==> src/rtl/key_code_entry_if.sv <==
// Handshake bundle between the key-code entry front-end and the lock FSM.
//   pin_entry   : assembled code word, first digit in the most significant nibble
//   entry_valid : code word complete and held stable until accepted
//   entry_ready : downstream accepts the code when high together with entry_valid
//   digit_count : number of digits captured in the current entry
// master = producer (key_code_entry), slave = consumer (lock FSM / testbench).
interface key_code_entry_if #(
  parameter int unsigned DIGITS = 4
);
  localparam int unsigned CODE_LENGTH = 4 * DIGITS;
  localparam int unsigned COUNT_W     = $clog2(DIGITS + 1);

  logic [CODE_LENGTH-1:0] pin_entry;
  logic                   entry_valid;
  logic                   entry_ready;
  logic [COUNT_W-1:0]     digit_count;

  modport master (
    output pin_entry,
    output entry_valid,
    output digit_count,
    input  entry_ready
  );

  modport slave (
    input  pin_entry,
    input  entry_valid,
    input  digit_count,
    output entry_ready
  );
endinterface

==> src/rtl/key_code_entry.sv <==
// Key-code entry front-end for the digital lock.
// Synchronises and debounces four active-low push-buttons, converts each clean
// single-key press into a digit (index of the pressed key) and shifts DIGITS digits
// into a code word offered on a valid/ready handshake. A partial entry is dropped
// after TIMEOUT_CYCLES idle cycles.
// Ports:
//   clock     : system clock, rising edge
//   reset     : asynchronous, active-low
//   key       : raw push-buttons, active-low, asynchronous to clock
//   key_clean : debounced key vector, active-high
//   entry     : handshake bundle (pin_entry, entry_valid, digit_count out; entry_ready in)
module key_code_entry #(
  parameter int unsigned DIGITS          = 4,
  parameter int unsigned DEBOUNCE_CYCLES = 500000,
  parameter int unsigned TIMEOUT_CYCLES  = 250000000
) (
  input  logic             clock,
  input  logic             reset,
  input  logic [3:0]       key,
  output logic [3:0]       key_clean,
  key_code_entry_if.master entry
);

  localparam int unsigned CODE_LENGTH = 4 * DIGITS;
  localparam int unsigned CountW      = $clog2(DIGITS + 1);
  localparam int unsigned DbW         = (DEBOUNCE_CYCLES > 1) ? $clog2(DEBOUNCE_CYCLES) : 1;
  localparam int unsigned ToW         = (TIMEOUT_CYCLES > 1) ? $clog2(TIMEOUT_CYCLES) : 1;

  typedef enum logic [1:0] {
    StCollect = 2'd0,
    StRelease = 2'd1,
    StPresent = 2'd2
  } state_e;

  // Input synchroniser, reset to "released" (all ones, active-low).
  logic [3:0] sync1_q, sync2_q;
  logic [3:0] synced;
  logic [3:0] synced_prev_q;

  // Debounce
  logic [DbW-1:0] db_cnt_q, db_cnt_d;
  logic [3:0]     key_clean_q, key_clean_d;
  logic           db_update;

  // Press decode
  logic       press_valid;
  logic [3:0] digit;

  // Entry FSM and datapath
  state_e                 state_q, state_d;
  logic [CODE_LENGTH-1:0] pin_q, pin_d;
  logic [CountW-1:0]      count_q, count_d;
  logic                   valid_q, valid_d;
  logic [ToW-1:0]         to_cnt_q, to_cnt_d;

  assign synced = ~sync2_q;

  // Counter restarts on any change of the synced vector and idles while it already
  // matches the accepted vector; acceptance after DEBOUNCE_CYCLES stable cycles.
  always_comb begin
    db_cnt_d    = db_cnt_q;
    key_clean_d = key_clean_q;
    db_update   = 1'b0;
    if ((synced != synced_prev_q) || (synced == key_clean_q)) begin
      db_cnt_d = '0;
    end else if (db_cnt_q == DbW'(DEBOUNCE_CYCLES - 1)) begin
      key_clean_d = synced;
      db_cnt_d    = '0;
      db_update   = 1'b1;
    end else begin
      db_cnt_d = db_cnt_q + DbW'(1);
    end
  end

  // A press is the accepted vector moving from all-released to exactly one key.
  always_comb begin
    digit = '0;
    for (int i = 0; i < 4; i++) begin
      if (synced[i]) digit = 4'(i);
    end
    press_valid = db_update && (key_clean_q == 4'b0000) && $onehot(synced);
  end

  always_comb begin
    state_d  = state_q;
    pin_d    = pin_q;
    count_d  = count_q;
    valid_d  = valid_q;
    to_cnt_d = to_cnt_q;
    case (state_q)
      StCollect, StRelease: begin
        // A press needs key_clean == 0, so accepting it in RELEASE as well only
        // covers the cycle where the release was seen but the state not yet left.
        if (press_valid) begin
          pin_d    = {pin_q[CODE_LENGTH-5:0], digit};
          count_d  = count_q + CountW'(1);
          to_cnt_d = '0;
          if (count_q == CountW'(DIGITS - 1)) begin
            state_d = StPresent;
            valid_d = 1'b1;
          end else begin
            state_d = StRelease;
          end
        end else begin
          if ((state_q == StRelease) && (key_clean_q == 4'b0000)) state_d = StCollect;
          if (count_q == '0) begin
            to_cnt_d = '0;
          end else if (to_cnt_q == ToW'(TIMEOUT_CYCLES - 1)) begin
            pin_d    = '0;
            count_d  = '0;
            to_cnt_d = '0;
          end else begin
            to_cnt_d = to_cnt_q + ToW'(1);
          end
        end
      end
      StPresent: begin
        // Keys ignored and timeout frozen; only the handshake leaves this state.
        // Leaving through RELEASE stops a still-held last key from re-entering.
        if (valid_q && entry.entry_ready) begin
          valid_d  = 1'b0;
          pin_d    = '0;
          count_d  = '0;
          to_cnt_d = '0;
          state_d  = StRelease;
        end
      end
      default: begin
        state_d  = StCollect;
        pin_d    = '0;
        count_d  = '0;
        valid_d  = 1'b0;
        to_cnt_d = '0;
      end
    endcase
  end

  always_ff @(posedge clock or negedge reset) begin
    if (!reset) begin
      sync1_q       <= 4'b1111;
      sync2_q       <= 4'b1111;
      synced_prev_q <= 4'b0000;
      db_cnt_q      <= '0;
      key_clean_q   <= 4'b0000;
      state_q       <= StCollect;
      pin_q         <= '0;
      count_q       <= '0;
      valid_q       <= 1'b0;
      to_cnt_q      <= '0;
    end else begin
      sync1_q       <= key;
      sync2_q       <= sync1_q;
      synced_prev_q <= synced;
      db_cnt_q      <= db_cnt_d;
      key_clean_q   <= key_clean_d;
      state_q       <= state_d;
      pin_q         <= pin_d;
      count_q       <= count_d;
      valid_q       <= valid_d;
      to_cnt_q      <= to_cnt_d;
    end
  end

  assign key_clean         = key_clean_q;
  assign entry.pin_entry   = pin_q;
  assign entry.entry_valid = valid_q;
  assign entry.digit_count = count_q;

endmodule
==> src/flat_wrapper.sv <==
// flat-port wrapper written by rule: the top's interface ports become plain ports
module key_code_entry_flat 
#(
  parameter int unsigned DIGITS          = 4,
  parameter int unsigned DEBOUNCE_CYCLES = 500000,
  parameter int unsigned TIMEOUT_CYCLES  = 250000000
)
  (clock, reset, key, key_clean, entry_pin_entry, entry_entry_valid, entry_digit_count, entry_entry_ready);
  key_code_entry_if #(.DIGITS(DIGITS)) entry_i ();
  input  logic clock;
  input  logic reset;
  input  logic [3:0] key;
  output logic [3:0] key_clean;
  output wire logic [$bits(entry_i.pin_entry)-1:0] entry_pin_entry;
  output wire logic [$bits(entry_i.entry_valid)-1:0] entry_entry_valid;
  output wire logic [$bits(entry_i.digit_count)-1:0] entry_digit_count;
  input wire logic [$bits(entry_i.entry_ready)-1:0] entry_entry_ready;
  assign entry_pin_entry = entry_i.pin_entry;
  assign entry_entry_valid = entry_i.entry_valid;
  assign entry_digit_count = entry_i.digit_count;
  assign entry_i.entry_ready = entry_entry_ready;
  key_code_entry #(.DIGITS(DIGITS), .DEBOUNCE_CYCLES(DEBOUNCE_CYCLES), .TIMEOUT_CYCLES(TIMEOUT_CYCLES)) u_core (.clock(clock), .reset(reset), .key(key), .key_clean(key_clean), .entry(entry_i));
endmodule
==> config.mk <==
export PLATFORM = sky130hd
export DESIGN_NAME = key_code_entry_flat
export DESIGN_NICKNAME = d
export VERILOG_FILES = /design/src/rtl/key_code_entry_if.sv /design/src/rtl/key_code_entry.sv /design/src/flat_wrapper.sv
export SDC_FILE = /design/constraint.sdc
export NUM_CORES = 1
export LEC_CHECK = 0
export BUFFER_PORTS_ARGS = -buffer_cell sky130_fd_sc_hd__buf_2
export CAP_MARGIN = 0
export CORE_ASPECT_RATIO = 0.7
export CORE_UTILIZATION = 55
export DETAILED_ROUTE_END_ITERATION = 12
export MAX_ROUTING_LAYER = met4
export PLACE_DENSITY = 0.74
export SYNTH_ARGS = -nofsm -noshare
export SYNTH_HDL_FRONTEND = slang
export SYNTH_SLANG_ARGS = --single-unit
==> constraint.sdc <==
create_clock -name clock -period 4.2 [get_ports clock]
set_input_delay 0.21 -clock clock [delete_from_list [all_inputs] [get_ports clock]]
set_output_delay 0.21 -clock clock [all_outputs]
set_load 0.01 [all_outputs]
**After elaboration in Yosys (flattened, before gate mapping)**

Index checks and enable logic that the tools add are counted.

- $add $sub $neg: 6
- $mul: 0
- Divide/modulo/power cells: 0
- Order comparisons: 0
- Equal/unequal tests: 14
- Shift-type cells: 0
- Mux-type cells: 31
- Bitwise operators: 2
- Reductions and logical operators: 13

Operators by type and width:

| cell | number |
|---|---|
| 2-to-1 mux 28 bit | 4 |
| 2-to-1 mux 16 bit | 4 |
| case mux 28 bit (2 select lines) | 1 |
| 2-to-1 mux 19 bit | 2 |
| case mux 16 bit (2 select lines) | 1 |
| adder 28 x 1 -> 28 bit, second input constant | 1 |
| == test 28 bit, second input constant | 1 |
| adder 19 x 1 -> 19 bit, second input constant | 1 |
| == test 19 bit, second input constant | 1 |
| 2-to-1 mux 2 bit | 6 |
| 2-to-1 mux 3 bit | 4 |
| 2-to-1 mux 1 bit | 6 |
| inequality test 2 x 1 -> 1 bit, second input constant | 3 |
| inequality test 3 x 1 -> 1 bit, second input constant | 2 |
| case mux 3 bit (2 select lines) | 1 |
| AND reduction 3 bit | 2 |
| adder 1 x 1 -> 2 bit | 2 |
| == test 4 bit | 1 |
| logical AND 1 bit | 4 |
| logical NOT 4 bit | 1 |
| inequality test 4 bit | 1 |
| inverter 4 bit | 1 |
| case mux 2 bit (2 select lines) | 1 |
| AND reduction 2 bit | 2 |
| other kinds (13) | 13 |

- Bits in registers: 85
- Bits in latches: 0
- RAM bits: 0
- Bits in read-only memories: 0
- Bits of input ports: 7
- Output and inout bits: 24
- Word-level logic and storage cells: 76
- Memories: 0

**Logic depth before layout (Yosys ltp)**

- Depth after elaboration: 8
- Depth in mapped cells: 11
- Gate-level depth less buffers: 9

**Worst setup path before layout**

Ideal clock, no wire load.

- Path kind: flip-flop to flip-flop
- Start point: register u_core.sync2_q[2]
- End point: register u_core.to_cnt_q[1]
- Setup time: 0.122 ns
- Data arrival time: 2.786 ns
- Data required time: 4.078 ns
- Setup slack: 1.293 ns
- Cell stages (with the launch flop): 11
- Path buffers: 1
- Period minus slack after synthesis: 2.907 ns
- Cell sequence: dfstp_2 > inv_1 > ha_1 > ha_1 > fa_1 > nor3b_1 > nand4_1 > or4_1 > buf_4 > and2_1 > a32o_1

- Cells in the longest elaborated chain, start to end: 8
- Elaborated cells on any way between the ends: 12
- Those cells by class: add/sub (2); eq/ne (3); mux (3); bitwise (1); reduce/logical (3)

Ends and longest elaborated chain:

| item | RTL line | text |
|---|---|---|
| start, declared | key_code_entry.sv:36 | `logic [3:0] sync1_q, sync2_q;` |
| start signal, assigned | key_code_entry.sv:152 | `sync2_q <= sync1_q;` |
| inverter 4 bit (*) | key_code_entry.sv:56 | `assign synced = ~sync2_q;` |
| named net u_core.synced[2] | key_code_entry.sv:37 | `logic [3:0] synced;` |
| branches (longest 4 deep; another with adder 3 bit) | n/a |  |
| logical AND 1 bit (*) | key_code_entry.sv:81 | `press_valid = db_update && (key_clean_q == 4'b0000) && $onehot(synced);` |
| 2-to-1 mux 28 bit (*) | key_code_entry.sv:94 | `if (press_valid) begin` |
| case mux 28 bit (2 select lines) (*) | key_code_entry.sv:90 | `case (state_q)` |
| end signal, assigned | key_code_entry.sv:160 | `to_cnt_q <= to_cnt_d;` |
| end, declared | key_code_entry.sv:54 | `logic [ToW-1:0] to_cnt_q, to_cnt_d;` |

Mark *: on every way through the listed nets, which the timed path passes.
A chain may end at the register's enable or synchronous reset.

**Worst setup path in the final report**

- Start point: register u_core.sync2_q[0]
- End point: register u_core.to_cnt_q[14]

Same word-level chain as after synthesis.

==> out/metrics.cfg <==
[timing]
setup_slack_ns=0.778
slew_headroom=0.170
tns_ns=0
min_period_over_period=0.815
finalClockSkew_ns=0.00925
finalHoldWorstSlack_ns=-0.00830
fmax_mhz=292
period_needed_ns=3.42
hold_viol_final=1
slew_violations=0
rsz0062_at_grt=no
setup_viol=0
worst_pin_slew_ns=1.25

[worst_setup_path]
slowest_delay_ns=0.69
setup.worst_path.end=u_core.to_cnt_q[14]
critPathCaptureType=flop
setup.worst_path.class=reg -> reg
cp_max_fo=32
regToRegStartpoint=u_core.sync2_q[0]
critPathLaunch=u_core.sync2_q[0]
path_cells=inv_1 > ha_1 > ha_1 > fa_1 > nor3b_1 > nand4_1 > or4_1 > buf_4 > a41oi_1 > a31oi_1
r2r_end=u_core.to_cnt_q[14]
r2r_setup_slack_ns=0.78
critPathArrivalTime_ns=3.65
ff2ff_path_depth=10
cpMostUsedCell=ha_1
crit_slowest_cell=or4_1
cp.required_ns=4.42
start_kind=flop

[clock_tree]
cts_htree_levels=3
cts_tree=done
clk_pin_slew_ns=0.08
clockRootBuffer=clkbuf_8
cts_inserted_buffers=9
clk_latency_ns=0.36
cts_sinks=77
clk_path_buf_depth=2
post_cts_buffers=0
ctsResizeCount=0

[synth]
synth_area_leaders=dfrtp_1, dfstp_2, a31oi_1, nand3_1, nand4_1
synth_edf_count=0
synth_cells=425
synthTopCellsByCount=dfrtp_1, inv_1, nand3_1
synth_cell_types=57
yosysWarnings=0
synthArstFlopShare=1.00
synth_top_cell_by_area=dfrtp_1
synth-seq-cells=77
yosysMostFrequentCell=dfrtp_1
syn_avg_cell_area_um2=9.66
synth.top_cell.area_share=0.421
synth-main-ff-cell=dfrtp_1
yosysSeqAreaShare=0.472
syn_area_um2=4110

[floorplan]
pin_count=31
fp.dieW_um=105
start_util=0.589
die_h_um=74.3
fp-row-count=25
core_um2=6980
dieArea_um2=7820

[power_and_ir_drop]
ir_drop_mv=0.175
leakagePower_nw=1.80
power_density_nw_per_um2=307
p_int_mw=1.05
pwr-share-comb=0.034
netSwitchingPower_uw=318
power_mw=1.37
clockPowerShare=0.415
power_switching_share=0.232
seqPwrFrac=0.551

[detailed_routing]
drcViolationCount=0
drtAntennaViolNets=0
wirelength_mm=8.87
via_count=3309
dr.pass1.iters=5
wl_per_cell_um=16.4
via_per_inst=6.12
drt_iter0_markers=294

[run_status]
violations=negative hold slack
status=finished with violations

[place]
port-buffer-count=22
dp_hpwl_mm=6.12
dp_cells=521
dp_slack_ns=0.796
place_congestion=0.878

[grt]
grt_pass1_wl_mm=14.8
first_global_vias=2897
grtUsageTotal=0.255
grt_max_degree=78
overflow=0
antenna_found_initial=0

[layout]
seq_area_um2=1940
n_fill_cell=589
fin_nets=459
drive_above_1_share=0.139
instances_no_fill=541
syn_to_final_growth_pct=8.66
post-route-util=0.639
multi_input_comb_area_um2=1920
diodes=0

[run]
cap_violations=0

[min_path]
hold_path_class=in -> async

-- cells by family (layout without fill, tap and decap cells) --
group	after synthesis	count (layout)	synth area share
other	1	8	0.000913
buffers and inverters	61	76	0.0683
adders and majority gates	10	10	0.0323
AOI/OAI and AO/OA	72	72	0.122
DFF	77	77	0.472
xor gates and xnor gates	25	25	0.0533
muxes	7	7	0.0183
and+or+nand+nor	172	172	0.233
-- power by group through the flow --
stage,Combinational (mW),Clock [mW],Sequential (mW)
3_3_place_gp,0.0431,0,0.769
6_report,0.0465,0.570,0.755
2_1_floorplan,0.0263,0,0.769
5_1_grt,0.0532,0.611,0.756
3_5_place_dp,0.0444,0,0.769
4_1_cts,0.0475,0.581,0.755
-- state kept, by name (all words and copies together), names as in the netlist --
| register | flops |
|---|---|
| u_core.db_cnt_q | 19 |
| u_core.entry.digit_count | 3 |
| u_core.entry.entry_valid | 1 |
| u_core.entry.pin_entry | 8 |
| u_core.key_clean | 4 |
| u_core.state_q | 2 |
| u_core.sync1_q | 4 |
| u_core.sync2_q | 4 |
| u_core.synced_prev_q | 4 |
| u_core.to_cnt_q | 28 |
-- worst min-delay path by stage --
stage / start / to / slack, ns / depth (start not counted)
floorplan: reset / u_core.db_cnt_q[0] / -0.09 / 0
CTS: reset / u_core.entry.pin_entry[9] / 0.05 / 1
detailed placement: key[0] / u_core.sync1_q[0] / 0.32 / 1
global route: reset / u_core.db_cnt_q[9] / 0.09 / 1
global placement: key[1] / u_core.sync1_q[1] / 0.32 / 1
finish: reset / u_core.db_cnt_q[9] / -0.008 / 1
-- routing by layer --
| layer | wire length [µm] | up-vias | global-route usage |
|---|---|---|---|
| met4 | 82 | 0 | 0.0610 |
| met2 | 3540 | 107 | 0.342 |
| met5 | 0 | - | - |
| li1 | - | 1565 | - |
| met3 | 514 | 10 | 0.0500 |
| met1 | 4730 | 1627 | 0.390 |
-- worst max-delay path: cells and delay by family, from the launching register on --
kind	cells	cell delay, ns
adder cells (fa/ha/maj)	3	0.94
flip-flops	1	0.57
AND/OR/NAND/NOR	3	1.05
AO/OA/AOI/OAI	2	0.28
buffers and inverters	2	0.44
-- layout by cell type (no fill, tap or decap), drive strengths merged, types with 2 or more instances in the layout --
cell	count
clkinvlp	3
mux2	4
ha	9
nand4	22
and3	9
o211ai	5
dfstp	8
nor4b	2
nand2b	6
inv	32
buf	24
mux2i	3
nor2	28
clkinv	2
a21oi	4
nor3	8
or4	5
o22ai	19
a31oi	29
o311ai	2
xnor2	13
dfrtp	69
conb	8
a41oi	2
and2	5
xor2	12
clkbuf	10
o21ai	4
nand4bb	3
nand3	32
dlygate4sd3	4
nor4	10
nand2	31
or3	3
and4	2
-- stage by stage --
stage / cell area, µm² / hold WS [ns]
after floorplan: 4130 / -0.0856
final: 4460 / -0.00830
after detailed placement: 4220 / 0.316
after CTS: 4460 / 0.0494
after global placement: 4220 / 0.316
after global routing: 4460 / 0.0902
-- what timing repair did --
| item | CTS | global route |
|---|---|---|
| endpoints found under the setup margin | 0 | 0 |
| hold buffers | 4 | 0 |
| endpoints found under the hold margin | 4 | 0 |
-- final cells by class --
cell class	instances	area share
clock buffer	10	0.0309
inverter	32	0.0269
timing repair buffer	28	0.0376
tap	94	0.0264
multi-input combinational	294	0.430
sequential	77	0.434
clock inverter	6	0.0140
(Power assumes the default switching activity.)
